`src/rtl/dynamics_pkg.sv`:
```
// Shared types for the envelope generator: FSM state encoding and the quarter-step index helper.
package dynamics_pkg;

  localparam int QIDX_W = 16;

  // state | meaning: IDLE silent | ATTACK 0->peak | DECAY peak->sustain | SUSTAIN hold | RELEASE level->0
  typedef enum logic [2:0] {
    ST_IDLE    = 3'd0,
    ST_ATTACK  = 3'd1,
    ST_DECAY   = 3'd2,
    ST_SUSTAIN = 3'd3,
    ST_RELEASE = 3'd4
  } env_state_t;

  localparam env_state_t ENV_RESET_STATE = ST_IDLE;

  function automatic logic [1:0] quarter_idx(input logic [QIDX_W-1:0] len,
                                             input logic [QIDX_W-1:0] cnt);
    logic [QIDX_W-1:0] t1, t2, t3;
    t1 = len >> 2;
    t2 = len >> 1;
    t3 = t1 + t2;
    return {1'b0, cnt >= t1} + {1'b0, cnt >= t2} + {1'b0, cnt >= t3};
  endfunction

endpackage

```
`src/rtl/envelope_ramp.sv`:
```
// Combinational quarter-step ramp: start moved toward target by (|target-start|*q)>>2 using shift/add only.
module envelope_ramp #(
  parameter int AMP_W = 8
) (
  input  logic [AMP_W-1:0] start,
  input  logic [AMP_W-1:0] target,
  input  logic [1:0]       q,
  output logic [AMP_W-1:0] level
);

  logic             rising;
  logic [AMP_W-1:0] span;
  logic [AMP_W+1:0] prod;
  logic [AMP_W-1:0] step;

  assign rising = (target >= start);
  assign span   = rising ? (target - start) : (start - target);
  assign prod   = (q[0] ? {2'b00, span} : '0) + (q[1] ? {1'b0, span, 1'b0} : '0);
  assign step   = AMP_W'(prod >> 2);
  assign level  = rising ? (start + step) : (start - step);

endmodule

```
`src/rtl/envelope_gen.sv`:
```
// ADSR envelope generator: FSM, beat counters, note latches and registered level output.
// ENVELOPE_FLOOR_EN floors the output to 1; the release length port is release_len since "release" is a keyword.
module envelope_gen
  import dynamics_pkg::*;
#(
  parameter int AMP_W = 8,
  parameter int CNT_W = 6
) (
  input  logic             clk,
  input  logic             reset_n,
  input  logic             beat,
  input  logic             new_note,
  input  logic             key_off,
  input  logic [AMP_W-1:0] amplitude_in,
  input  logic [AMP_W-1:0] sustain_in,
  input  logic [CNT_W-1:0] duration,
  input  logic [CNT_W-1:0] attack,
  input  logic [CNT_W-1:0] decay,
  input  logic [CNT_W-1:0] release_len,
  output logic [AMP_W-1:0] amplitude_out,
  output logic             busy,
  output logic             note_done
);

  localparam logic [CNT_W-1:0] CNT_MAX = {CNT_W{1'b1}};

  env_state_t       state, state_next;
  logic [CNT_W-1:0] note_cnt, phase_cnt;
  logic [CNT_W-1:0] dur_l, att_l, dec_l, rel_len_l, phase_len;
  logic [AMP_W-1:0] peak_l, sus_l, rel_l, level_r, level_next;
  logic [AMP_W-1:0] ramp_start, ramp_target, ramp_level;
  logic [1:0]       q;
  logic             rel_hit;

  // One extra bit so note_cnt + release cannot wrap below duration
  assign rel_hit = ({1'b0, note_cnt} + {1'b0, rel_len_l}) >= {1'b0, dur_l};

  always_comb begin
    state_next = state;
    if (new_note) begin
      state_next = ST_ATTACK;
    end else begin
      case (state)
        ST_IDLE:    state_next = ST_IDLE;
        ST_ATTACK:  if (key_off || rel_hit)          state_next = ST_RELEASE;
                    else if (phase_cnt >= att_l)     state_next = ST_DECAY;
        ST_DECAY:   if (key_off || rel_hit)          state_next = ST_RELEASE;
                    else if (phase_cnt >= dec_l)     state_next = ST_SUSTAIN;
        ST_SUSTAIN: if (key_off || rel_hit)          state_next = ST_RELEASE;
        ST_RELEASE: if (phase_cnt >= rel_len_l)      state_next = ST_IDLE;
        default:    state_next = ST_IDLE;
      endcase
    end
  end

  always_comb begin
    ramp_start  = '0;
    ramp_target = '0;
    phase_len   = '0;
    case (state)
      ST_ATTACK:  begin ramp_target = peak_l; phase_len = att_l; end
      ST_DECAY:   begin ramp_start = peak_l; ramp_target = sus_l; phase_len = dec_l; end
      ST_RELEASE: begin ramp_start = rel_l; phase_len = rel_len_l; end
      default:    ;
    endcase
  end

  assign q = quarter_idx(QIDX_W'(phase_len), QIDX_W'(phase_cnt));

  envelope_ramp #(.AMP_W(AMP_W)) u_ramp (
    .start  (ramp_start),
    .target (ramp_target),
    .q      (q),
    .level  (ramp_level)
  );

  always_comb begin
    level_next = '0;
    case (state)
      ST_ATTACK, ST_DECAY, ST_RELEASE: level_next = ramp_level;
      ST_SUSTAIN:                      level_next = sus_l;
      default:                         level_next = '0;
    endcase
  end

  always_ff @(posedge clk or negedge reset_n) begin
    if (!reset_n) begin
      state     <= ENV_RESET_STATE;
      note_cnt  <= '0;
      phase_cnt <= '0;
      note_done <= 1'b0;
      level_r   <= '0;
    end else begin
      state     <= state_next;
      note_done <= (state == ST_RELEASE) && (state_next == ST_IDLE);
      level_r   <= level_next;
      if (new_note || state_next == ST_IDLE) begin
        note_cnt  <= '0;
        phase_cnt <= '0;
      end else begin
        if (beat && note_cnt != CNT_MAX) note_cnt <= note_cnt + 1'b1;
        if (state_next != state)                   phase_cnt <= '0;
        else if (beat && phase_cnt != CNT_MAX)     phase_cnt <= phase_cnt + 1'b1;
      end
    end
  end

  always_ff @(posedge clk or negedge reset_n) begin
    if (!reset_n) begin
      peak_l    <= '0;
      sus_l     <= '0;
      rel_l     <= '0;
      dur_l     <= '0;
      att_l     <= '0;
      dec_l     <= '0;
      rel_len_l <= '0;
    end else begin
      if (new_note) begin
        peak_l    <= amplitude_in;
        sus_l     <= (sustain_in > amplitude_in) ? amplitude_in : sustain_in;
        dur_l     <= duration;
        att_l     <= attack;
        dec_l     <= decay;
        rel_len_l <= release_len;
      end
      // Release ramps down from whatever level was on the output when it began
      if (state_next == ST_RELEASE && state != ST_RELEASE) rel_l <= level_r;
    end
  end

`ifdef ENVELOPE_FLOOR_EN
  assign amplitude_out = (level_r == '0) ? AMP_W'(1) : level_r;
`else
  assign amplitude_out = level_r;
`endif

  assign busy = (state != ST_IDLE);

endmodule

```
`config.mk`:
```
export PLATFORM = sky130hd
export DESIGN_NAME = envelope_gen
export DESIGN_NICKNAME = d
export VERILOG_FILES = /design/src/rtl/dynamics_pkg.sv /design/src/rtl/envelope_ramp.sv /design/src/rtl/envelope_gen.sv
export SDC_FILE = /design/constraint.sdc
export NUM_CORES = 1
export LEC_CHECK = 0
export BUFFER_PORTS_ARGS = -buffer_cell sky130_fd_sc_hd__clkbuf_2
export CAP_MARGIN = 5
export CORE_ASPECT_RATIO = 1.1
export CORE_MARGIN = 10
export CORE_UTILIZATION = 62
export DETAILED_ROUTE_END_ITERATION = 16
export PLACE_DENSITY = 0.88
export RECOVER_POWER = 25
export SETUP_SLACK_MARGIN = 0.5
export SLEW_MARGIN = 10
export SYNTH_ARGS = -nofsm -noshare
export SYNTH_HDL_FRONTEND = slang
export SYNTH_HIERARCHICAL = 1
export SYNTH_SLANG_ARGS = --single-unit
```
`constraint.sdc`:
```
create_clock -name clk -period 9 [get_ports clk]
set_input_delay 1.8 -clock clk [delete_from_list [all_inputs] [get_ports clk]]
set_output_delay 1.8 -clock clk [all_outputs]
set_load 0.05 [all_outputs]
```
## After elaboration in Yosys (flattened, before gate mapping)

Index checks and enable logic that the tools add are counted.

| word-level totals | value |
|---|---|
| word-level logic and storage cells | 74 |
| bits of input ports | 45 |
| flip-flop bits (word level) | 72 |

| cells by class | value |
|---|---|
| magnitude comparators | 9 |
| muxes and demuxes | 22 |
| eq/ne operators | 9 |
| add/subtract/negate cells | 11 |
| reductions and logical operators | 11 |

Operators by type and width:

| operator | count |
|---|---|
| $pmux 8 s2 | 3 |
| $mux 8 | 4 |
| $mux 6 | 5 |
| $ge 6x6->1 | 4 |
| $sub 8x8->8 | 3 |
| $mux 3 | 7 |
| $pmux 6 s3 | 1 |
| $add 6x1->6 const B | 2 |
| $ne 6x6->1 const B | 2 |
| $pmux 3 s4 | 1 |
| $add 10x10->10 | 1 |
| $mux 9 | 1 |
| $add 8x8->8 | 1 |
| $ge 8x8->1 | 1 |
| $gt 8x8->1 | 1 |
| $add 6x6->7 | 1 |
| $ge 7x6->1 | 1 |
| $add 4x5->6 | 1 |
| $eq 3x2->1 const B | 2 |
| $eq 3x3->1 const B | 2 |
| $ge 6x4->1 | 1 |
| $ge 6x5->1 | 1 |
| $reduce_bool 3->1 | 2 |
| $logic_and 1x1->1 | 4 |
| 9 further kinds | 10 |

## Depth between registers and ports, before layout

Gate-level depths: netlist of run 1.

| logic depth | value |
|---|---|
| word-level depth | 10 |
| gate-level depth with buffers | 43 |
| gate-level depth less buffers | 41 |

## By module

Netlist of run 1, hierarchy kept.

Modules (own cells, without submodules):

| module | cells each | area an instance (sq um) | times used |
|---|---|---|---|
| envelope_gen | 518 | 4843.4 | 1 |
| envelope_ramp | 220 | 1671.6 | 1 |

## Least setup slack after synthesis of run 1

Ideal clock, no wire load.

| path | value |
|---|---|
| path kind | register to register |
| start | register state[1] |
| end | register level_r[7] (netlist: amplitude_out[7]) |
| arrival time | 6.876 ns |
| cell stages (with the launch flop) | 41 |
| clock period less this slack | 6.958 ns |
| data required time | 8.917 ns |
| library setup time | 0.083 ns |
| setup slack | 2.042 ns |
| cell sequence | dfrtp_1 -> inv_1 -> clkbuf_1 -> nor2_1 -> clkbuf_1 -> a22oi_1 -> nor2_1 -> a21oi_1 -> inv_1 -> ha_1 -> a21o_1 -> a21o_1 -> xor2_1 -> ha_1 -> a21o_1 -> a21o_1 -> a21o_1 -> fa_1 -> (+5 left out) -> mux2_4 -> nand2_1 -> xnor2_2 -> a31oi_1 -> xnor2_1 -> xnor2_1 -> ha_1 -> nand2_1 -> o21ai_0 -> o21ai_0 -> nand2b_1 -> a21oi_1 -> xnor2_1 -> xnor2_1 -> mux2i_1 -> nor2_1 -> a21oi_1 -> o21ai_0 |

| between the ends | value |
|---|---|
| cells in the longest elaborated chain, start to end | 10 |

Ends and longest elaborated chain:

| item | line | text |
|---|---|---|
| start, declared | envelope_gen.sv:27 | `env_state_t state, state_next;` |
| start signal, assigned | envelope_gen.sv:94 | `state <= state_next;` |
| $eq 3x3->1 (tied with other cells) | envelope_gen.sv:60 | `case (state)` |
| $pmux 6 s3 (*) | envelope_gen.sv:60 |  |
| $add 4x5->6 (tied with other cells) | dynamics_pkg.sv:22 | `t3 = t1 + t2;` |
| $ge 6x6->1 or $add 1x1->2 (tied branches) | dynamics_pkg.sv:23 | `return {1'b0, cnt >= t1} + {1'b0, cnt >= t2} + {1'b0, cnt >= t3};` |
| $add 2x1->2 (*) | dynamics_pkg.sv:23 |  |
| named net q[1] | envelope_gen.sv:32 | `logic [1:0] q;` |
| $mux 9 (*) | envelope_ramp.sv:18 | `assign prod = (q[0] ? {2'b00, span} : '0) + (q[1] ? {1'b0, span, 1'b0} : '0);` |
| $add 10x10->10 (*) | envelope_ramp.sv:18 |  |
| $sub 8x8->8 or $add 8x8->8 (tied branches) | envelope_ramp.sv:20 | `assign level = rising ? (start + step) : (start - step);` |
| $mux 8 (*) | envelope_ramp.sv:20 |  |
| named net ramp_level[7] | envelope_gen.sv:31 | `logic [AMP_W-1:0] ramp_start, ramp_target, ramp_level;` |
| $pmux 8 s2 (*) | envelope_gen.sv:79 | `case (state)` |
| named net level_next[7] | envelope_gen.sv:30 | `logic [AMP_W-1:0] peak_l, sus_l, rel_l, level_r, level_next;` |
| end signal, assigned | envelope_gen.sv:96 | `level_r <= level_next;` |
| end, declared | envelope_gen.sv:30 |  |

Mark *: on every way through the listed nets, which the timed path passes. The rest lies on a longest branch.
A chain may end at the register's enable or synchronous reset.

## Worst setup path in the final report of run 1

Same ends and word-level chain as after synthesis.

==> qor.csv, run 1 <==
stage,metric,value,unit
outcome,status,"complete, but fails checks",
outcome,failing checks,"max-capacitance violations, max-slew violations",
yosys,Mapped Area,0.00651,mm^2
floorplanning,die area,0.0150,mm^2
final_layout,net total in the final layout,920,
cts,post-cts resize count,0,
yosys,Post-Synthesis Cells,738,
placement,port bufs,54,
yosys,synthesized flop and latch total,72,
routing,Final ANT Viol Nets,0,
sta,fmax,0.127,GHz
cts,Hold Buf Count CTS,0,
placement,Post-Place Cells,911,
routing,wire per inst,17.9,um
sta,Slew Limit Headroom,-155,%
setup_path,Critical Path Max Stage Delay,0.56,ns
setup_path,worst endpoint data arrival time,8.10,ns
yosys,"Seq/Total Area, Yosys",27.7,%
routing,via-per-instance ratio,5.99,
floorplanning,core footprint,0.0103,mm^2
sta,final setup vio count,0,
cts,CTS tree,done,
grt,number of global-route vias before repair,5685,
yosys,Post-synth EDFFs,0,
setup_path,CP max stage cell,fa_1,
setup_path,startpoint types,flip-flop,
yosys,top-count cell post-synth,ha_1,
yosys,synth cell count leaders,"ha_1 (89), dfrtp_1 (72), inv_1 (72), nor2_1 (62), a21oi_1 (58)",
cts,post-CTS setup buffers,0,
final_layout,share of post-route cells with drive strength above 1,16.5,%
setup_path,"reg-to-reg slack, setup",1.15,ns
placement,Placed Area,0.00686,mm^2
routing,# DRC,0,
yosys,synth unique cells,63,
hold_path,Hold Crit Class,flip-flop to flip-flop,
yosys,Post-Syn Nets,879,
cts,Sink Count,72,
final_layout,area delta synth->final,9.64,%
setup_path,Crit path required time,9.25,ns
cts,Clock Root Buffer,clkbuf_16,
yosys,Synth area leaders,"dfrtp_1 (28%), ha_1 (17%), a21oi_1 (4.5%), inv_1 (4.1%), nor2_1 (3.6%)",
placement,Final HPWL DP,13000,um
sta,RSZ-0062 raised after global routing,false,
floorplanning,die width,118,um
floorplanning,Initial Util,63.0,%
sta,"Slew Viols, Final",73,
flow_run,max-cap violation count,1,
yosys,post-synth top area share,27.7,%
setup_path,reg2reg end,amplitude_out[7],
setup_path,Reg2Reg Depth,38,
setup_path,Critical path origin,state[1],
yosys,asr flop ratio synth,100,%
yosys,Yosys top cell by area,dfrtp_1,
placement,RD Place Congestion,0.955,
yosys,Yosys warnings,6,
setup_path,Worst path most repeated cell,a21o_1,
pwr,Leak,3.46,nW
pwr,PwrDens,289,mW/mm^2
floorplanning,I/O pins,55,
grt,GR Util All Layers,21.7,%
sta,final hold violations,0,
final_layout,Reg area,0.00181,mm^2
floorplanning,Rows,39,
grt,pin count of the biggest net entering global routing,76,
sta,Final min period,7.85,ns
cts,CTS Buf Count,9,
routing,DR iter-0 viols,367,
final_layout,final instance area,0.00714,mm^2
cts,"Clk Latency, worst-skew pair",0.34,ns
yosys,Post-Syn Area per Cell,8.83,um^2
setup_path,CP Max Fanout,13,
routing,DRT Pass-1 Iters,5,
final_layout,Filler cells,835,
grt,antenna violations before repair,0,
setup_path,Setup crit end,amplitude_out[7],
setup_path,Crit Path Class,flip-flop to flip-flop,
sta,setup tns final,0,ns
sta,Fin Clk Skew,0.00452,ns
cts,clock tree buffer depth,2,
grt,overflow left after global routing,0,
sta,final cycle utilization of the critical path,87.2,%
sta,Worst Tran Pin Value,3.82,ns
cts,clk slew on worst S/H paths,0.06,ns
pwr,Worst VDD drop,0.147,mV
setup_path,R2R Path Start,state[1],
yosys,"Primary FF master, synth",dfrtp_1,
final_layout,Non-Filler Instances,927,
cts,H-tree Lvls,3,
routing,final WL,16600,um
final_layout,multi-input logic area,0.00431,mm^2
grt,first-pass GRT wire length,27200,um
setup_path,CP endpoint kind,flip-flop,
routing,vias,5555,
final_layout,ant diodes,0,
floorplanning,Die Y,128,um
## per-layer routing
metal	GRT usage (%)	wire length (um)	vias to the layer above
li1	-	-	2657
met1	23.8	6490	2674
met2	41.1	8720	174
met3	2.78	677	50
met4	9.97	672	0
met5	0	0	-
## stage by stage
step | power, mW | setup slack (ns) | hold slack [ns] | utilization, %
finish | 2.07 | 1.15 | 0.504 | 69.0
global route | 2.21 | 0.555 | 0.516 | 69.0
CTS | 2.05 | 0.856 | 0.506 | 69.0
detailed placement | 1.72 | 0.988 | 0.492 | 66.3
global placement | 1.68 | 1.26 | 0.489 | 66.3
floorplan | 1.42 | 2.04 | 0.481 | -
## layout make-up
type,count,area share [%]
clock buffer,9,3.15
sequential,72,25.3
multi-input combinational,565,60.4
timing repair buffer,58,4.15
clock inverter,7,0.683
tap,143,2.50
inverter,73,3.84
## worst min path at each step
stage / startpoint / endpoint / slack, ns / cells after the start
5_1_grt: amplitude_out[4] / rel_l[4] / 0.52 / 1
3_5_place_dp: amplitude_out[2] / rel_l[2] / 0.49 / 1
3_3_place_gp: amplitude_out[2] / rel_l[2] / 0.49 / 1
2_1_floorplan: rel_l[0] / rel_l[0] / 0.48 / 1
4_1_cts: amplitude_out[2] / rel_l[2] / 0.51 / 1
6_report: amplitude_out[2] / rel_l[2] / 0.50 / 1
## logic make-up after synthesis
logic type | synth area share, %
DFF | 27.7
and+or+nand+nor | 14.8
muxes | 6.99
AOI/OAI and AO/OA | 19.6
adders and majority gates | 19.2
xor gates and xnor gates | 5.49
buffers and inverters | 6.24
## sequential cells by signal (all words and copies together) (netlist names)
name           flops
peak_l             8
sus_l              8
state              3
amplitude_out      8
dur_l              6
dec_l              6
rel_len_l          6
note_cnt           6
rel_l              8
att_l              6
phase_cnt          6
note_done          1
## worst max-delay path: cells and delay by family (launching register included)
family	cells	cell delay [ns]
AOI/OAI and AO/OA	13	2.34
xor gates and xnor gates	5	0.76
adders and majority gates	6	2.11
buffers and inverters	3	0.54
DFF	1	0.45
muxes	2	0.42
and+or+nand+nor	9	1.17
## placed cells by master, fill, tap and decap left out, drive strengths merged, types with 2 or more instances in the layout
cell	n
a211oi	7
xnor2	25
nor3	5
nand4	8
fa	7
a311oi	2
o21ai	39
a21o	19
o21a	7
or3	2
nor4	8
and3	7
o21bai	4
nor2	62
or2	4
nand2	56
buf	4
clkinvlp	4
clkinv	3
mux2i	20
nand3	7
a31oi	8
o2111ai	2
a22oi	21
nand2b	7
clkbuf	63
xor2	15
ha	89
inv	73
a21oi	64
and2	13
o211ai	2
a21bo	2
a21boi	2
dfrtp	72
o221ai	4
mux2	22
nor2b	14
## power breakdown
part	internal (mW)	switching, mW
logic	0.529	0.782
clock network	0.186	0.139
registers	0.377	0.0550
total	1.09	0.976
No activity file was read; power rests on OpenSTA's default activity.
==> run 2, diff against run 1 <==
--- a/config.mk
+++ b/config.mk
@@ -5,13 +5,15 @@
 export SDC_FILE = /design/constraint.sdc
 export NUM_CORES = 1
 export LEC_CHECK = 0
+export ABC_AREA = 1
 export BUFFER_PORTS_ARGS = -buffer_cell sky130_fd_sc_hd__clkbuf_2
 export CAP_MARGIN = 5
 export CORE_ASPECT_RATIO = 1.1
 export CORE_MARGIN = 10
-export CORE_UTILIZATION = 62
+export CORE_UTILIZATION = 61
 export DETAILED_ROUTE_END_ITERATION = 16
-export PLACE_DENSITY = 0.88
+export MAX_ROUTING_LAYER = met4
+export PLACE_DENSITY = 0.87
 export RECOVER_POWER = 25
 export SETUP_SLACK_MARGIN = 0.5
 export SLEW_MARGIN = 10
==> qor.csv, run 2 <==
stage,metric,value,unit
setup_path,"reg-to-reg slack, setup",1.26,ns
cts,Clock Root Buffer,clkbuf_8,
flow_run,max-cap violation count,1,
setup_path,worst endpoint data arrival time,7.97,ns
yosys,Mapped Area,0.00629,mm^2
setup_path,"Buf+Inv Stages, Crit Path",7,
grt,antenna violations before repair,0,
routing,wire per inst,15.0,um
cts,H-tree Lvls,3,
setup_path,CP max stage cell,fa_1,
placement,RD Place Congestion,0.941,
yosys,synthesized flop and latch total,72,
floorplanning,Die Y,127,um
final_layout,Reg area,0.00180,mm^2
setup_path,startpoint types,flip-flop,
sta,RSZ-0062 raised after global routing,false,
grt,number of global-route vias before repair,5636,
yosys,"Primary FF master, synth",dfrtp_1,
yosys,synth cell count leaders,"nand2_1 (183), inv_1 (137), ha_1 (89), dfrtp_1 (72), o21ai_0 (71)",
yosys,synth unique cells,42,
routing,Final ANT Viol Nets,0,
outcome,status,"complete, but fails checks",
sta,Slew Limit Headroom,-155,%
setup_path,CP Max Fanout,12,
sta,final hold violations,0,
placement,port bufs,54,
yosys,top-count cell post-synth,nand2_1,
yosys,Post-Synthesis Cells,833,
setup_path,Crit Path Class,flip-flop to flip-flop,
cts,CTS tree,done,
final_layout,multi-input logic area,0.00389,mm^2
cts,CTS Buf Count,9,
final_layout,share of post-route cells with drive strength above 1,13.1,%
yosys,"Seq/Total Area, Yosys",28.6,%
yosys,Yosys top cell by area,dfrtp_1,
sta,final setup vio count,0,
final_layout,final instance area,0.00685,mm^2
outcome,failing checks,"max-capacitance violations, max-slew violations",
placement,Placed Area,0.00667,mm^2
cts,clk slew on worst S/H paths,0.07,ns
sta,final cycle utilization of the critical path,86.0,%
yosys,Yosys warnings,6,
setup_path,Critical Path Max Stage Delay,0.51,ns
pwr,Worst VDD drop,0.205,mV
floorplanning,I/O pins,55,
sta,setup tns final,0,ns
setup_path,CP endpoint kind,flip-flop,
sta,fmax,0.129,GHz
grt,pin count of the biggest net entering global routing,80,
floorplanning,die area,0.0148,mm^2
cts,clock tree buffer depth,2,
floorplanning,Initial Util,63.0,%
cts,Sink Count,72,
yosys,post-synth top area share,28.6,%
routing,vias,5602,
final_layout,net total in the final layout,1029,
pwr,Leak,3.72,nW
routing,# DRC,0,
grt,GR Util All Layers,21.9,%
final_layout,ant diodes,0,
sta,Fin Clk Skew,0.00984,ns
routing,DR iter-0 viols,371,
final_layout,area delta synth->final,8.95,%
yosys,Post-synth EDFFs,0,
yosys,Synth area leaders,"dfrtp_1 (29%), ha_1 (18%), nand2_1 (11%), inv_1 (8.2%), o21ai_0 (5.6%)",
yosys,asr flop ratio synth,100,%
floorplanning,Rows,38,
setup_path,Crit path required time,9.23,ns
floorplanning,die width,117,um
sta,Worst Tran Pin Value,3.83,ns
cts,"Clk Latency, worst-skew pair",0.35,ns
floorplanning,core footprint,0.00998,mm^2
final_layout,"commonest non-fill, non-tap cell in the layout",nand2_1,
grt,first-pass GRT wire length,25900,um
sta,"Slew Viols, Final",73,
routing,final WL,15200,um
routing,via-per-instance ratio,5.53,
yosys,Post-Syn Area per Cell,7.55,um^2
setup_path,Worst path most repeated cell,nand2_1,
setup_path,"CP delay by family, top",adder cells,
sta,Final min period,7.74,ns
routing,DRT Pass-1 Iters,6,
pwr,PwrDens,213,mW/mm^2
placement,Final HPWL DP,12000,um
grt,overflow left after global routing,0,
final_layout,"commonest non-fill, non-tap cells in the layout","nand2_1 (183), inv_1 (137), ha_1 (89)",
final_layout,Filler cells,849,
yosys,Post-Syn Nets,974,
hold_path,Hold Crit Class,flip-flop to flip-flop,
==> run 2: power by group <==
part / internal (mW) / switching (mW)
Clock: 0.107 / 0.127
Sequential: 0.372 / 0.0305
Combinational: 0.290 / 0.531
Total: 0.768 / 0.689
==> run 2: per-layer routing <==
metal | track usage (%) | wire, um
met4 | 8.15 | 435
met3 | 3.58 | 806
met5 | - | 0
met2 | 36.5 | 7560
met1 | 25.9 | 6360
==> run 2: logic make-up after synthesis <==
kind of cell	after synthesis	synth area share, %
adder cells (fa/ha/maj)	96	19.9
AND/OR/NAND/NOR	314	22.1
XOR/XNOR	36	5.31
multiplexers	2	0.318
buffers and inverters	156	9.45
AO/OA/AOI/OAI	157	14.2
flip-flops	72	28.6
==> run 2: area by class of cell <==
cell class / count / share of cell area, %
Clock buffer: 11 / 2.06
Clock inverter: 5 / 0.475
Tap cell: 120 / 2.19
Timing Repair Buffer: 58 / 4.33
Multi-Input combinational cell: 605 / 56.8
Sequential cell: 72 / 26.3
Inverter: 142 / 7.83
==> run 2: path summary, 6_finish.rpt <==
check                      startpoint               end  cells after the start
max                          state[2]  amplitude_out[7]                     40
max reg2reg                  state[2]  amplitude_out[7]                     40
max in group asynchronous     reset_n          rel_l[5]                      2
min in group asynchronous     reset_n       note_cnt[1]                      2
min reg2reg                  rel_l[1]          rel_l[1]                      2
min                          rel_l[1]          rel_l[1]                      2
==> run 2: per-stage QoR <==
stage               setup slack [ns]  total power [mW]  hold slack (ns)  cells  utilization [%]
floorplan                       2.04              1.04            0.442    833                -
global placement                1.30              1.20            0.457    995             66.8
detailed placement              1.10              1.22            0.461    995             66.8
CTS                             1.02              1.46            0.478   1011             68.5
global route                   0.513              1.59            0.499   1013             68.6
finish                          1.26              1.46            0.479   1013             68.6
==> run 2: timing repair <==
item / in CTS / in global routing
hold buffers: 0 / 0
setup endpoints to repair: 0 / 1
buffers inserted: 0 / 2
gates resized for setup: 0 / 1
==> run 2: worst min-delay path, cell delays in order (launching register included) <==
cell     delay [ns]
dfrtp_1        0.35
nand2_1        0.05
nand2_1        0.05
==> run 3, diff against run 2 <==
--- a/config.mk
+++ b/config.mk
@@ -15,6 +15,7 @@
 export MAX_ROUTING_LAYER = met4
 export PLACE_DENSITY = 0.87
 export RECOVER_POWER = 25
+export REMOVE_ABC_BUFFERS = 1
 export SETUP_SLACK_MARGIN = 0.5
 export SLEW_MARGIN = 10
 export SYNTH_ARGS = -nofsm -noshare
==> qor.csv, run 3 (synthesis gave the netlist of run 2 again) <==
stage,metric,value,unit
outcome,status,"complete, but fails checks",
outcome,failing checks,"max-capacitance violations, max-slew violations",
cts,Clock Root Buffer,clkbuf_8,
routing,DR iter-0 viols,326,
final_layout,net total in the final layout,1029,
floorplanning,Initial Util,63.0,%
routing,final WL,14500,um
sta,"Slew Viols, Final",73,
floorplanning,core footprint,0.00998,mm^2
floorplanning,Rows,38,
floorplanning,die width,117,um
final_layout,"commonest non-fill, non-tap cells in the layout","nand2_1 (183), inv_1 (137), ha_1 (89)",
final_layout,final instance area,0.00687,mm^2
sta,final hold violations,0,
final_layout,"commonest non-fill, non-tap cell in the layout",nand2_1,
setup_path,CP max stage cell,fa_1,
sta,fmax,0.128,GHz
hold_path,WHS Path Cells,2,
setup_path,Worst path most repeated cell,nand2_1,
routing,metal2 WL,7170,um
placement,Final HPWL DP,11700,um
grt,number of global-route vias before repair,5416,
cts,"Clk Latency, worst-skew pair",0.36,ns
final_layout,area delta synth->final,9.13,%
pwr,Leak,3.73,nW
setup_path,CP Max Fanout,12,
placement,RD Place Congestion,0.926,
cts,clk slew on worst S/H paths,0.08,ns
placement,Placed Area,0.00667,mm^2
setup_path,CP endpoint kind,flip-flop,
grt,overflow left after global routing,0,
sta,Final min period,7.81,ns
floorplanning,I/O pins,55,
routing,highest routed layer,met4,
routing,met3 WL,586,um
grt,first-pass GRT wire length,24700,um
setup_path,startpoint types,flip-flop,
grt,GR Util All Layers,20.9,%
grt,antenna violations before repair,0,
flow_run,max-cap violation count,1,
routing,Final ANT Viol Nets,0,
routing,M1 WL,6550,um
sta,final cycle utilization of the critical path,86.7,%
setup_path,Reg2Reg Depth,40,
routing,via-per-instance ratio,5.41,
setup_path,Crit path required time,9.22,ns
pwr,Worst VDD drop,0.193,mV
cts,CTS Buf Count,9,
routing,# DRC,0,
sta,Slew Limit Headroom,-154,%
floorplanning,die area,0.0148,mm^2
cts,Sink Count,72,
sta,setup tns final,0,ns
final_layout,ant diodes,0,
routing,DRT Pass-1 Iters,5,
setup_path,Critical Path Max Stage Delay,0.51,ns
setup_path,Crit Path Class,flip-flop to flip-flop,
routing,wire per inst,14.3,um
floorplanning,Die Y,127,um
sta,Worst Tran Pin Value,3.80,ns
routing,vias,5482,
sta,final setup vio count,0,
grt,pin count of the biggest net entering global routing,80,
sta,Fin Clk Skew,0.0129,ns
hold_path,Hold Crit Class,flip-flop to flip-flop,
cts,CTS tree,done,
sta,RSZ-0062 raised after global routing,false,
pwr,PwrDens,213,mW/mm^2
cts,H-tree Lvls,3,
placement,port bufs,54,
final_layout,share of post-route cells with drive strength above 1,13.2,%
setup_path,worst endpoint data arrival time,8.03,ns
cts,clock tree buffer depth,2,
## run 3: where the power goes
group | internal, mW | switching [mW] | total (mW) | leakage [nW]
clock network | 0.105 | 0.136 | 0.242 | 0.0888
logic | 0.290 | 0.526 | 0.815 | 2.73
registers | 0.372 | 0.0314 | 0.403 | 0.915
## run 3: repair_timing
action	CTS	global route
hold buffers	0	0
setup buffers	0	2
endpoints found under the setup margin	0	1
resized for setup	0	1
## run 3: stage by stage
| step | setup WS (ns) | utilization (%) | hold slack (ns) | power [mW] | instances |
|---|---|---|---|---|---|
| finish | 1.19 | 68.8 | 0.483 | 1.46 | 1013 |
| global route | 0.466 | 68.8 | 0.512 | 1.60 | 1013 |
| CTS | 0.945 | 68.6 | 0.483 | 1.47 | 1011 |
| detailed placement | 1.00 | 66.8 | 0.463 | 1.22 | 995 |
| global placement | 1.32 | 66.8 | 0.457 | 1.20 | 995 |
| floorplan | 1.83 | - | 0.442 | 1.03 | 819 |
## run 3: layer usage
layer / track usage, % / vias up
li1: - / 2800
met1: 25.0 / 2537
met2: 34.7 / 126
met3: 4.38 / 19
met4: 5.17 / 0
met5: - / -
## run 3: area by class of cell
type | count | area (um^2)
Multi-Input combinational cell | 605 | 3890
Sequential cell | 72 | 1800
Fill cell | 830 | 3120
Clock inverter | 7 | 61.3
Timing Repair Buffer | 58 | 297
Inverter | 142 | 537
Clock buffer | 9 | 124
Tap cell | 120 | 150
## run 3: worst max-delay path: cells and delay by family, from the launching register on
family	cells	cell delay (ns)
flip-flops	1	0.42
AO/OA/AOI/OAI	12	1.85
adder cells (fa/ha/maj)	6	2.18
AND/OR/NAND/NOR	11	1.49
XOR/XNOR	4	0.89
buffers and inverters	7	0.85
## run 3: worst paths after layout
kind | slack (ns) | from | end
setup / recovery | 1.19 | state[2] | amplitude_out[7]
hold / removal | 0.48 | rel_l[2] | rel_l[2]
max in group asynchronous | 4.01 | reset_n | rel_l[7]
min in group asynchronous | 2.87 | reset_n | note_cnt[1]
hold reg to reg | 0.48 | rel_l[2] | rel_l[2]
setup reg to reg | 1.19 | state[2] | amplitude_out[7]
